File: config.mk
export PLATFORM = sky130hd
export DESIGN_NAME = tdfc_vsum_d1
export DESIGN_NICKNAME = d
export VERILOG_FILES = /design/src/rtl/tdfc_vsum_d1_pkg.sv /design/src/rtl/tdfc_vsum_d1_dp.sv /design/src/rtl/tdfc_vsum_d1_fsm.sv /design/src/rtl/tdfc_vsum_d1.sv
export SDC_FILE = /design/constraint.sdc
export NUM_CORES = 1
export LEC_CHECK = 0
export BUFFER_PORTS_ARGS = -buffer_cell sky130_fd_sc_hd__buf_2
export CORE_MARGIN = 4
export CORE_UTILIZATION = 47
export CTS_BUF_LIST = sky130_fd_sc_hd__clkbuf_4
export CTS_CLUSTER_SIZE = 10
export DETAILED_ROUTE_END_ITERATION = 8
export PLACE_DENSITY_LB_ADDON = 0.2
export SYNTH_ARGS = -nofsm -noshare
export SYNTH_HDL_FRONTEND = slang
export SYNTH_SLANG_ARGS = --single-unit
File: constraint.sdc
create_clock -name clock -period 2.25 [get_ports clock]
set_clock_uncertainty 0.05 [all_clocks]
set_input_delay 0.1125 -clock clock [delete_from_list [all_inputs] [get_ports clock]]
set_output_delay 0.1125 -clock clock [all_outputs]
set_load 0.01 [all_outputs]
File: src/rtl/tdfc_vsum_d1_pkg.sv
// ----------------------------------------------------------------------------
// tdfc_vsum_d1_pkg
// Shared definitions for the vector-sum reduction stage:
//   - default element / accumulator widths
//   - FSM state encoding
//   - control bus carried from the FSM to the datapath
// ----------------------------------------------------------------------------
package tdfc_vsum_d1_pkg;

   localparam int DW_DEF = 8;    // input element width
   localparam int SW_DEF = 16;   // accumulator / output sum width

   typedef enum logic [1:0] {
      ST_ACC      = 2'd0,   // accumulating input elements
      ST_EMIT_SUM = 2'd1,   // presenting the scalar sum token
      ST_EMIT_EOS = 2'd2    // presenting the trailing eos token
   } state_t;

   // Everything the datapath needs to know about the current cycle.
   typedef struct packed {
      state_t state;      // current FSM state
      logic   data_take;  // input data element accepted this cycle
      logic   eos_take;   // input eos token accepted this cycle
      logic   out_take;   // output token consumed this cycle
   } ctl_bus_t;

endpackage

File: src/rtl/tdfc_vsum_d1_dp.sv
// ----------------------------------------------------------------------------
// tdfc_vsum_d1_dp
// Datapath half of the vector-sum stage: the running accumulator and the
// registered output sum.
// Ports:
//   clock  - clock, rising edge
//   reset  - asynchronous active-low reset
//   z_d    - input element data
//   ctl    - control bus from the FSM
//   s_d    - output sum data (registered)
// ----------------------------------------------------------------------------
module tdfc_vsum_d1_dp
   import tdfc_vsum_d1_pkg::*;
#(
   parameter int DW = DW_DEF,
   parameter int SW = SW_DEF
) (
   input  logic          clock,
   input  logic          reset,
   input  logic [DW-1:0] z_d,
   input  ctl_bus_t      ctl,
   output logic [SW-1:0] s_d
);

   logic [SW-1:0] r_acc;
   logic [SW-1:0] r_s_d;
   logic [SW-1:0] w_z_ext;

   // Elements are unsigned; the sum wraps modulo 2^SW.
   assign w_z_ext = SW'(z_d);

   always_ff @(posedge clock or negedge reset) begin
      if (!reset) begin
         r_acc <= '0;
         r_s_d <= '0;
      end else begin
         // An eos hand-off and a data accept can never coincide, since both
         // come from the same single input handshake.
         if (ctl.eos_take) begin
            r_s_d <= r_acc;
            r_acc <= '0;
         end else if (ctl.data_take) begin
            r_acc <= r_acc + w_z_ext;
         end
         // Once the sum token is consumed the eos token carries zero data.
         if (ctl.out_take && (ctl.state == ST_EMIT_SUM)) begin
            r_s_d <= '0;
         end
      end
   end

   assign s_d = r_s_d;

endmodule

File: src/rtl/tdfc_vsum_d1_fsm.sv
// ----------------------------------------------------------------------------
// tdfc_vsum_d1_fsm
// Control half of the vector-sum stage. Holds the state register, decodes
// input/output handshakes and produces the stream flags.
// Ports:
//   clock  - clock, rising edge
//   reset  - asynchronous active-low reset
//   z_e    - input eos flag
//   z_v    - input token valid
//   z_b    - busy to producer (decode of state only)
//   s_e    - output eos flag (registered)
//   s_v    - output token valid (registered)
//   s_b    - busy from consumer
//   ctl    - control bus to the datapath
// ----------------------------------------------------------------------------
module tdfc_vsum_d1_fsm
   import tdfc_vsum_d1_pkg::*;
(
   input  logic     clock,
   input  logic     reset,
   input  logic     z_e,
   input  logic     z_v,
   output logic     z_b,
   output logic     s_e,
   output logic     s_v,
   input  logic     s_b,
   output ctl_bus_t ctl
);

   state_t r_state;
   state_t w_state_next;
   logic   r_s_v;
   logic   r_s_e;
   logic   w_z_take;
   logic   w_s_take;

   // State register. The output flags are registered from the next state so
   // that they line up exactly with the state they describe.
   always_ff @(posedge clock or negedge reset) begin
      if (!reset) begin
         r_state <= ST_ACC;
         r_s_v   <= 1'b0;
         r_s_e   <= 1'b0;
      end else begin
         r_state <= w_state_next;
         r_s_v   <= (w_state_next != ST_ACC);
         r_s_e   <= (w_state_next == ST_EMIT_EOS);
      end
   end

   // Next-state logic.
   always_comb begin
      w_state_next = r_state;
      case (r_state)
         ST_ACC: begin
            if (w_z_take && z_e) w_state_next = ST_EMIT_SUM;
         end
         ST_EMIT_SUM: begin
            if (w_s_take) w_state_next = ST_EMIT_EOS;
         end
         ST_EMIT_EOS: begin
            if (w_s_take) w_state_next = ST_ACC;
         end
         default: w_state_next = ST_ACC;
      endcase
   end

   // Output / handshake decode. z_b depends on state only, so there is no
   // combinational path from s_b back to the producer.
   always_comb begin
      z_b           = (r_state != ST_ACC);
      w_z_take      = z_v & ~z_b;
      w_s_take      = r_s_v & ~s_b;
      ctl.state     = r_state;
      ctl.data_take = w_z_take & ~z_e;
      ctl.eos_take  = w_z_take & z_e;
      ctl.out_take  = w_s_take;
   end

   assign s_v = r_s_v;
   assign s_e = r_s_e;

endmodule

File: src/rtl/tdfc_vsum_d1.sv
// ----------------------------------------------------------------------------
// tdfc_vsum_d1
// Streaming vector-sum reduction. Accumulates the unsigned elements of each
// eos-delimited input vector and emits the scalar sum followed by an eos
// token on the output stream.
// Ports:
//   clock  - clock, rising edge
//   reset  - asynchronous active-low reset
//   z_d    - input element data (ignored on eos tokens)
//   z_e    - input eos flag
//   z_v    - input token valid
//   z_b    - busy to producer
//   s_d    - output sum data
//   s_e    - output eos flag
//   s_v    - output token valid
//   s_b    - busy from consumer
// ----------------------------------------------------------------------------
module tdfc_vsum_d1
   import tdfc_vsum_d1_pkg::*;
#(
   parameter int DW = DW_DEF,
   parameter int SW = SW_DEF
) (
   input  logic          clock,
   input  logic          reset,
   input  logic [DW-1:0] z_d,
   input  logic          z_e,
   input  logic          z_v,
   output logic          z_b,
   output logic [SW-1:0] s_d,
   output logic          s_e,
   output logic          s_v,
   input  logic          s_b
);

   ctl_bus_t w_ctl;

   tdfc_vsum_d1_fsm u_fsm (
      .clock (clock),
      .reset (reset),
      .z_e   (z_e),
      .z_v   (z_v),
      .z_b   (z_b),
      .s_e   (s_e),
      .s_v   (s_v),
      .s_b   (s_b),
      .ctl   (w_ctl)
   );

   tdfc_vsum_d1_dp #(
      .DW (DW),
      .SW (SW)
   ) u_dp (
      .clock (clock),
      .reset (reset),
      .z_d   (z_d),
      .ctl   (w_ctl),
      .s_d   (s_d)
   );

endmodule
==> metrics.md, run 1 <==
| Metric | Value |
|---|---|
| Status | finished clean |
| Avg Inst Size Synth | 10.7 um2 |
| RSZ-0062 raised after global routing | yes |
| GP Congestion | about 0.85 |
| VDD IR-drop max | 0.000522 V |
| Clk_lat worst skew | 330 ps |
| P&R area growth vs syn | 17.7% |
| CTS tree | done |
| Kind of critical path | register to register |
| Ratio of cells with drive above 1 in the final layout | around 26% |
| H-tree lvl count | 2 |
| Routed Wire Length | 3810 um |
| Initial DRC Count | 106 |
| Worst flop-to-flop path startpoint | u_dp.r_acc[0] |
| Worst slew margin | 19.9% |
| Final setup viols | 0 |
| Arr. time, crit path | about 2300 ps |
| Final min period | 2150 ps |
| DR pass1 iterations | 4 |
| Max cap viols | 0 |
| Final Hold Fails | 0 |
| Port bufs | 31 |
| Grt met3 use | 3.88% |
| CP endpoint kind | register |
| I/O Pins | 32 |
| Measured slew at the worst slew-check pin | between 1000 and 1500 ps |
| DRC | 0 |
| Full die area | 4960 um2 |
| Crit path from | u_dp.r_acc[0] |
| PwrDens | 1230 nW/um2 |
| Top FF cell, synth | dfrtp_1 |
| Final cell count without fillers | 258 |
| Met1 usage | 21.2% |
| Starting density of the core | 49.3% |
| Clock net sink count | 36 |
| FP Rows | 22 |
| Netlist cell types | 40 |
| Number of flops mapped to enable cells by yosys | 0 |
| Total grt overflow | 0 |
| Root buffer cell | clkbuf_4 |
| WP data required | 2420 ps |
| CTS clk-pin slew, worst paths | 110 ps |
| TritonCTS Buffers | 5 |
| Synthesis Warnings | 0 |
| Total GRT Usage | 17.1% |
| Placed Cells | around 250 |
| Initial antenna violation count | 0 |
| Pin count of the biggest net entering global routing | 37 |
| Clock buffer depth | 2 |
| Max frequency | 466 MHz |
| Vias per Instance | 5.68 |
| Register area share after synthesis | between 40% and 50% |
| LEAKAGE | 1.08 nW |
| Core area | approximately 3700 um2 |
| Post-DR wirelength/cell | 14.8 um |
| Hold path startpoint | z_e |
| N_diodes | 0 |
| Startpoint Class | register |
| HPWL after detailed placement | 2720 um |
| Synth Net Count | 193 |
| Global-route wire length before repair | 6820 um |
| Hold Path Class | primary input to register |
| Slew Limit Fails | 0 |
| GRT met2 Usage | between 20 and 30% |
| Syn Inst Count | 171 |
| Vias in the first global route | 1,468 |
| Async SR Flop Fraction | 100% |
| Vias | ~1,500 |
| Die Height | 70.4 um |
| Final Cycle Share | 95.4% |
| Post-Syn Area | 1830 um2 |
| ANT nets after route | 0 |
| Total Power | 0.00264 W |
| Nets | 232 |
| Crit-path max FO | 3 |
| Top Usage Layer GRT | met2 |
| Chip width | 70.4 um |
| Flops & latches, synth | 36 |
[cells in the final DEF (no fill, tap or decap), drive strengths merged, types with 4 or more instances in the layout]
cell	count
a21oi	10
o21ai	10
o31ai	6
buf	39
clkbuf	5
nor2	8
dfrtp	36
nand3	4
nand2	18
ha	8
a22o	17
a21o	6
[state kept, by name (all words and copies together), names as in the netlist]
signal,cells
u_dp.r_acc,16
u_fsm.s_v,1
u_fsm.r_state,2
u_dp.s_d,16
u_fsm.s_e,1
[cells in the mapped netlist (all sizes together) (3+ instances only)]
cell type	n	area share [%]
clkbuf	3	0.62
nand2	18	3.7
ha	8	5.5
o21ai	10	2.7
a22o	17	8.1
or3	3	1.0
nand3	4	1.4
o31ai	6	2.5
a21oi	10	2.7
buf	5	1.8
inv	3	0.62
and3	3	1.0
a21o	6	2.5
nor2	8	2.5
nand4	3	1.0
dfrtp	36	49
xor2	3	1.4
[report_power, final]
part	leakage, nW	switching (W)	internal, W
combinational	0.584	0.000673	0.000592
clock	0.0261	0.000201	0.000109
sequential	0.474	0.000203	0.000865
[worst max-delay path, cell delays in order (launching register included)]
cell and delay [ps]:
dfrtp_1 430, ha_4 180, fa_2 410, a211oi_2 180
buf_4 140, o211ai_1 100, and2_1 170, buf_4 140
a21oi_1 140, o31ai_1 80
[per-stage QoR]
stage          util, %  hold WS, ps  TNS (ps)  setup slack, ps  area, um2
2_1_floorplan        -         -233         0             60.7       1830
3_3_place_gp      55.3          185         0             75.3       2050
3_5_place_dp      55.3          195         0             12.4       2050
4_1_cts           56.8         97.8         0             55.2       2110
5_1_grt           58.0          122     -48.3            -28.5       2150
6_report          58.0          110         0              103       2150
[routing by layer]
metal / up-vias / routed length, um
met5: - / 0
met4: 0 / 63
met3: 5 / 121
met2: 26 / 1870
met1: 716 / 1750
li1: 719 / -
[worst paths after layout]
| check | cells after the start | slack, ps | to |
|---|---|---|---|
| min reg2reg | 1 | 450 | u_dp.s_d[0] |
| min | 2 | 110 | u_dp.r_acc[8] |
| min in group asynchronous | 2 | 340 | u_dp.s_d[14] |
| max | 9 | 100 | u_dp.r_acc[12] |
| max reg2reg | 9 | 100 | u_dp.r_acc[12] |
| max in group asynchronous | 2 | 1300 | u_dp.s_d[6] |
[cell type report]
class,instances,area [um2]
inverters,3,11.3
flip-flops and latches,36,901
repair buffers,40,225
multi-input cells,124,912
well taps,48,60.1
fillers,334,1560
clock buffers,5,37.5
clock inverters,2,7.51
[what timing repair did]
action	CTS	global route
endpoints found under the setup margin	1	5
hold buffers	1	0
setup buffers	0	1
pin swaps	0	2
endpoints found under the hold margin	36	0
resized for setup	1	6
[logic make-up (layout without fill, tap and decap cells)]
group                      after synthesis  after routing  synth area share (%)
xor gates and xnor gates                 5              5                  2.39
AOI/OAI and AO/OA                       59             59                  23.4
and+or+nand+nor                         50             50                  14.8
muxes                                    1              1                 0.547
DFF                                     36             36                  49.2
adders and majority gates                9              9                  6.56
buffers and inverters                   11             50                  3.08
Power figures use the tool's default switching activity.
==> run 2, diff against run 1 <==
--- a/config.mk
+++ b/config.mk
@@ -11,6 +11,7 @@
 export CTS_BUF_LIST = sky130_fd_sc_hd__clkbuf_4
 export CTS_CLUSTER_SIZE = 10
 export DETAILED_ROUTE_END_ITERATION = 8
+export HOLD_SLACK_MARGIN = 0.15
 export PLACE_DENSITY_LB_ADDON = 0.2
 export SYNTH_ARGS = -nofsm -noshare
 export SYNTH_HDL_FRONTEND = slang
==> constraint.sdc (replaced) <==
create_clock -name clock -period 2.05 [get_ports clock]
set_clock_uncertainty 0.05 [all_clocks]
set_input_delay 0.1025 -clock clock [delete_from_list [all_inputs] [get_ports clock]]
set_output_delay 0.1025 -clock clock [all_outputs]
set_load 0.01 [all_outputs]
==> metrics.md, run 2 (synthesized netlist as in run 1, its figures left out) <==
| Metric | Value |
|---|---|
| WP data required | 2230 ps (-190 ps) |
| FP Rows | 22 (unchanged) |
| Worst slew margin | 47.4% (+27 points) |
| ANT nets after route | 0 (unchanged) |
| Startpoint Class | register |
| Ratio of cells with drive above 1 in the final layout | 33.6% (+7.9 points) |
| Arr. time, crit path | 2230 ps (-80 ps) |
| HPWL after detailed placement | 2970 um (+9.2%) |
| Root buffer cell | clkbuf_4 |
| Total grt overflow | 0 (unchanged) |
| CP endpoint kind | register |
| GP Congestion | 0.829 (-2.7%) |
| Placed cell areas | 2070 um2 (+0.73%) |
| VDD IR-drop max | 0.000571 V (+9.4%) |
| N_diodes | 0 (unchanged) |
| Final instance area | 2300 um2 (+6.7%) |
| Full die area | 4960 um2 (unchanged) |
| Initial antenna violation count | 0 (unchanged) |
| PwrDens | 1380 nW/um2 (+13%) |
| Final min period | 2050 ps (-97.6 ps) |
| Measured slew at the worst slew-check pin | 789 ps (-407 ps) |
| Vias per Instance | 5.85 (+2.9%) |
| Clock net sink count | 36 (unchanged) |
| I/O Pins | 32 (unchanged) |
| Most common cell after layout, fill and taps aside | dfrtp_1 |
| Nets | 241 (+3.9%) |
| Clock buffer depth | 2 (unchanged) |
| Global-route wire length before repair | 7080 um (+3.7%) |
| Total GRT Usage | 17.6% (+0.47 points) |
| Commonest non-fill, non-tap cells in the layout | dfrtp_1, buf_2, nand2_1, a22o_1, buf_4 |
| DR pass1 iterations | 4 (unchanged) |
| Die Height | 70.4 um (unchanged) |
| Max frequency | 488 MHz (+4.8%) |
| Hold WS | 218 ps (+108 ps) |
| Hold Path Class | primary input to register |
| Final Cycle Share | 100% (+4.6 points) |
| Clk_lat worst skew | 330 ps (about the same) |
| DRC | 0 (unchanged) |
| Fin Setup TNS | 0 ps (unchanged) |
| Core area | 3720 um2 (unchanged) |
| Vias | 1,567 (+6.9%) |
| Final Hold Fails | 0 (unchanged) |
| Kind of critical path | register to register |
| Vias in the first global route | 1,556 (+6.0%) |
| CTS tree | done |
| Status | finished clean |
| TritonCTS Buffers | 5 (unchanged) |
| Crit-path max FO | 4 (+1) |
| LEAKAGE | 1.14 nW (+4.7%) |
| Port bufs | 31 (unchanged) |
| Routed Wire Length | 4350 um (+14%) |
| Max cap viols | 0 (unchanged) |
| Chip width | 70.4 um (unchanged) |
| H-tree lvl count | 2 (unchanged) |
| CTS clk-pin slew, worst paths | 100 ps (about the same) |
| Starting density of the core | 49.3% (unchanged) |
| Slew Limit Fails | 0 (unchanged) |
| Initial DRC Count | 127 (+20%) |
| RSZ-0062 raised after global routing | yes |
| Post-DR wirelength/cell | 16.2 um (+10%) |
| Final setup viols | 0 (unchanged) |
| P&R area growth vs syn | 25.6% |
| Pin count of the biggest net entering global routing | 37 (unchanged) |
run 2: cell count changes in the layout (fill, tap and decap cells not counted), sizes merged:
cell / delta
dlygate4sd3: +2
clkinv: +1
buf: +7
run 2: power by group:
| group | internal (W) | switching (W) | total, W |
|---|---|---|---|
| clock network | 0.000126 | 0.000228 | 0.000354 |
| registers | 0.000950 | 0.000241 | 0.00119 |
| logic | 0.000801 | 0.000830 | 0.00163 |
| total | 0.00188 | 0.00130 | 0.00318 |
run 2: area by class of cell:
type                    count  area (um2)
clock buffers               5        37.5
flip-flops and latches     36         902
fillers                   322        1420
clock inverters             3        13.8
inverters                   3        11.3
multi-input cells         124         972
repair buffers             49         302
well taps                  48        60.1
run 2: through the flow:
stage / setup WS, ps / utilization (%) / total power (W) / cells
2_1_floorplan: 32.2 / - / 0.00210 / 171
3_3_place_gp: 25.2 / 55.7 / 0.00246 / 250
3_5_place_dp: -35.9 / 55.7 / 0.00254 / 250
4_1_cts: 15.0 / 58.9 / 0.00297 / 262
5_1_grt: -111 / 61.9 / 0.00342 / 268
6_report: 0.658 / 61.9 / 0.00318 / 268
run 2: timing repair:
| item | 4_1_cts | 5_1_grt |
|---|---|---|
| resized for setup | 5 | 13 |
| endpoints found under the setup margin | 21 | 11 |
| hold buffers | 3 | 0 |
| setup buffers | 1 | 6 |
| pin swaps | 3 | 12 |
| endpoints found under the hold margin | 47 | 0 |
run 2: final timing paths:
kind                                     from        endpoint  slack [ps]  depth (start not counted)
min in group asynchronous               reset    u_dp.s_d[14]         320                          2
worst min register to register   u_dp.s_d[14]    u_dp.s_d[14]         460                          1
worst max-delay path            u_dp.r_acc[0]  u_dp.r_acc[10]         0.7                          7
worst max register to register  u_dp.r_acc[0]  u_dp.r_acc[10]         0.7                          7
max in group asynchronous               reset   u_dp.r_acc[1]        1070                          2
worst min-delay path                   z_d[0]   u_dp.r_acc[0]         220                          4
run 2: critical path: stages, from the launching register on:
cell and delay (ps):
dfrtp_1 410, ha_2 190, fa_2 370, a211oi_4 240
o211ai_1 150, and2_4 170, and3_4 170, o311ai_2 200
run 2: per-layer routing:
layer | vias to the layer above | wire [um] | share of wire (%) | track usage (%)
met3 | 8 | 206 | 4.7 | 2.73
met5 | - | 0 | 0 | 0
met4 | 0 | 67 | 1.5 | 7.02
met2 | 52 | 2320 | 53 | 30.2
met1 | 771 | 1760 | 40 | 21.8
li1 | 736 | - | - | -
==> run 3, diff against run 2 <==
--- a/config.mk
+++ b/config.mk
@@ -15,4 +15,5 @@
 export PLACE_DENSITY_LB_ADDON = 0.2
 export SYNTH_ARGS = -nofsm -noshare
 export SYNTH_HDL_FRONTEND = slang
+export SYNTH_HIERARCHICAL = 1
 export SYNTH_SLANG_ARGS = --single-unit
==> metrics.md, run 3 <==
| Metric | Value |
|---|---|
| Total grt overflow | 0 (unchanged) |
| Root buffer cell | clkbuf_4 |
| HPWL after detailed placement | 2780 um (-6.3%) |
| Vias in the first global route | 1,454 (-6.6%) |
| Core area | 3800 um2 (+2.2%) |
| Kind of critical path | register to register |
| Crit path from | u_dp/r_acc[0] |
| Clock net sink count | 36 (unchanged) |
| Area share of the largest cell type after synthesis | 47.2% (-2.0 points) |
| Startpoint Class | register |
| Syn Inst Count | 185 (+8.2%) |
| Hold WS | 195 ps (-23.3 ps) |
| TritonCTS Buffers | 5 (unchanged) |
| GP Congestion | 0.780 (-6.0%) |
| Pin count of the biggest net entering global routing | 37 (unchanged) |
| Clock buffer depth | 2 (unchanged) |
| FP Rows | 22 (unchanged) |
| LEAKAGE | 1.17 nW (+2.7%) |
| Most common cell after layout, fill and taps aside | dfrtp_1 |
| Worst r2r dst | u_dp/r_acc[10] |
| Status | finished clean |
| Worst reg2reg path depth | 8 (+1) |
| Worst slew margin | 47.8% (+0.39 points) |
| Switch share | 38.2% (-2.7 points) |
| Slew Limit Fails | 0 (unchanged) |
| Netlist cell types | 35 (-13%) |
| Initial DRC Count | 113 (-11%) |
| Post-Syn Area | 1910 um2 (+4.3%) |
| Post-synth top cells | dfrtp_1, nor2_1, mux2i_1 |
| Worst setup path endpoint | u_dp/r_acc[10] |
| CTS clk-pin slew, worst paths | 100 ps (about the same) |
| Most common cell in the netlist | dfrtp_1 |
| Arr. time, crit path | 2240 ps (about the same) |
| Synthesis Warnings | 6 (+6) |
| Power share of the sequential group | 39.6% (+2.1 points) |
| Max frequency | 496 MHz (+1.7%) |
| P_sw | 0.000955 W (-27%) |
| Nets | 253 (+5.0%) |
| Full die area | 5150 um2 (+3.8%) |
| Die Height | 71.7 um (+1.9%) |
| Number of flops mapped to enable cells by yosys | 0 (unchanged) |
| ANT nets after route | 0 (unchanged) |
| Global-route wire length before repair | 6870 um (-2.9%) |
| Placed cell areas | 2150 um2 (+4.1%) |
| Chip width | 71.7 um (+1.9%) |
| Reg2reg setup slack | 30 ps (+30 ps) |
| Worst flop-to-flop path startpoint | u_dp/r_acc[0] |
| I/O Pins | 32 (unchanged) |
| Flops & latches, synth | 36 (unchanged) |
| Clock network fraction of design power | 15.2% (+4.1 points) |
| Final Hold Fails | 0 (unchanged) |
| Port bufs | 31 (unchanged) |
| Post-DR wirelength/cell | 14.4 um (-12%) |
| Largest cells by area after synthesis | dfrtp_1, mux2i_1, nor2_1, ha_1, xor2_1 |
| Slowest CP cell | or4_1 |
| Synth Net Count | 207 (+7.3%) |
| # fillers | 324 (+0.62%) |
| N_diodes | 0 (unchanged) |
| Clk_lat worst skew | 340 ps (about the same) |
| RSZ-0062 raised after global routing | yes |
| Vias | 1,496 (-4.5%) |
| Starting density of the core | 50.3% (+1.0 points) |
| CP endpoint kind | register |
| DRC | 0 (unchanged) |
| Final min period | 2020 ps (-33.7 ps) |
| Final Cycle Share | 98.3% (-1.6 points) |
| CP max stage delay | 420 ps (about the same) |
| Async SR Flop Fraction | 100% (unchanged) |
| Ratio of cells with drive above 1 in the final layout | 25.9% (-7.8 points) |
| VDD IR-drop max | 0.000596 V (+4.3%) |
| DR pass1 iterations | 4 (unchanged) |
| Measured slew at the worst slew-check pin | 784 ps (-5.83 ps) |
| Initial antenna violation count | 0 (unchanged) |
| Comb power frac | 45.2% (-6.2 points) |
| Routed Wire Length | 4030 um (-7.6%) |
| Top FF cell, synth | dfrtp_1 |
| Total Power | 0.00250 W (-21%) |
| Hold Path Class | primary input to register |
| H-tree lvl count | 2 (unchanged) |
| Max cap viols | 0 (unchanged) |
| Final instance area | 2300 um2 (+0.11%) |
| Register area share after synthesis | 47.2% (-2.0 points) |
| WP data required | 2270 ps (+40 ps) |
| CTS tree | done |
| Commonest non-fill, non-tap cells in the layout | dfrtp_1, buf_2, nor2_1, mux2i_1 |
| Avg Inst Size Synth | 10.3 um2 (-3.6%) |
| Cell Chain, Critical Path | ha_2 -> inv_2 -> fa_2 -> nand2b_4 -> a21oi_4 -> o211ai_2 -> or4_1 -> nand2_1 |
| Vias per Instance | 5.34 (-8.6%) |
| Total GRT Usage | 17.1% (-0.45 points) |
| P&R area growth vs syn | 20.5% |
| Dominant cell type by area after synthesis | dfrtp_1 |
| Internal power | 0.00155 W (-18%) |
| Final setup viols | 0 (unchanged) |
| Crit-path max FO | 4 (unchanged) |
| PwrDens | 1090 nW/um2 (-21%) |
-- run 3: cell types whose count changed after synthesis, moves of 6 or more --
cell	change
a22o_1	-17
xor2_1	+6
nand2_1	-10
nor2_1	+23
nand2b_1	+9
mux2i_1	+17
-- run 3: power by group through the flow --
| stage | Sequential, W | Combinational, W | Clock, W |
|---|---|---|---|
| final | 0.000990 | 0.00113 | 0.000380 |
| after global routing | 0.00101 | 0.00127 | 0.000430 |
| after CTS | 0.000990 | 0.00112 | 0.000397 |
| after detailed placement | 0.00100 | 0.00107 | 0 |
| after global placement | 0.000989 | 0.00105 | 0 |
| after floorplan | 0.00103 | 0.000710 | 0 |
-- run 3: logic make-up (layout without fill, tap and decap cells) --
logic type	after synthesis	after routing	synth area share (%)
and+or+nand+nor	66	66	17.9
xor gates and xnor gates	11	11	5.05
adders and majority gates	9	9	6.29
buffers and inverters	11	58	2.49
muxes	19	19	10.0
DFF	36	36	47.2
AOI/OAI and AO/OA	33	33	11.1
-- run 3: through the flow --
step,std cells,setup TNS [ps],setup slack (ps),utilization [%]
6_report,280,0,34.4,60.6
5_1_grt,280,-157,-95.7,60.6
3_5_place_dp,265,-181,-83.4,56.7
4_1_cts,279,0,30.3,60.2
2_1_floorplan,185,0,9.34,-
3_3_place_gp,265,-9.83,-9.83,56.7
-- run 3: routing by layer --
| metal | up-vias | track usage (%) | share of wire, % |
|---|---|---|---|
| met5 | - | 0 | 0 |
| met4 | 0 | 6.89 | 1.4 |
| met3 | 6 | 2.95 | 4.4 |
| met2 | 40 | 27.4 | 48 |
| met1 | 708 | 22.9 | 46 |
| li1 | 742 | - | - |
-- run 3: how the worst min path moves through the flow --
| stage | start | to | slack, ps | cells past startpoint |
|---|---|---|---|---|
| 2_1_floorplan | reset | u_dp/r_acc[0] | -240 | 0 |
| 4_1_cts | z_d[7] | u_dp/r_acc[7] | 180 | 4 |
| 5_1_grt | z_d[1] | u_dp/r_acc[1] | 220 | 4 |
| 3_3_place_gp | reset | u_dp/s_d[4] | 170 | 1 |
| 3_5_place_dp | reset | u_dp/r_acc[5] | 190 | 1 |
| 6_report | z_d[7] | u_dp/r_acc[7] | 190 | 4 |
-- run 3: cell type report --
class / instances / area (um2) / area share, %
clock buffers: 7 / 52.6 / 2.28
clock inverters: 1 / 3.75 / 0.163
inverters: 4 / 15.0 / 0.653
multi-input cells: 138 / 986 / 42.8
flip-flops and latches: 36 / 901 / 39.2
well taps: 48 / 60.1 / 2.61
repair buffers: 46 / 283 / 12.3
-- run 3: worst max-delay path: cells and delay by family (launching register included) --
kind            cells  cell delay (ps)
fa+ha+maj           2              530
buf+inv             1               40
flops               1              390
compound gates      2              270
simple gates        3              680
-- run 3: what timing repair did --
item	4_1_cts	5_1_grt
resized for setup	3	4
pin swaps	1	5
hold buffers	6	0
endpoints found under the hold margin	41	0
setup endpoints to repair	3	6
setup buffers	0	1
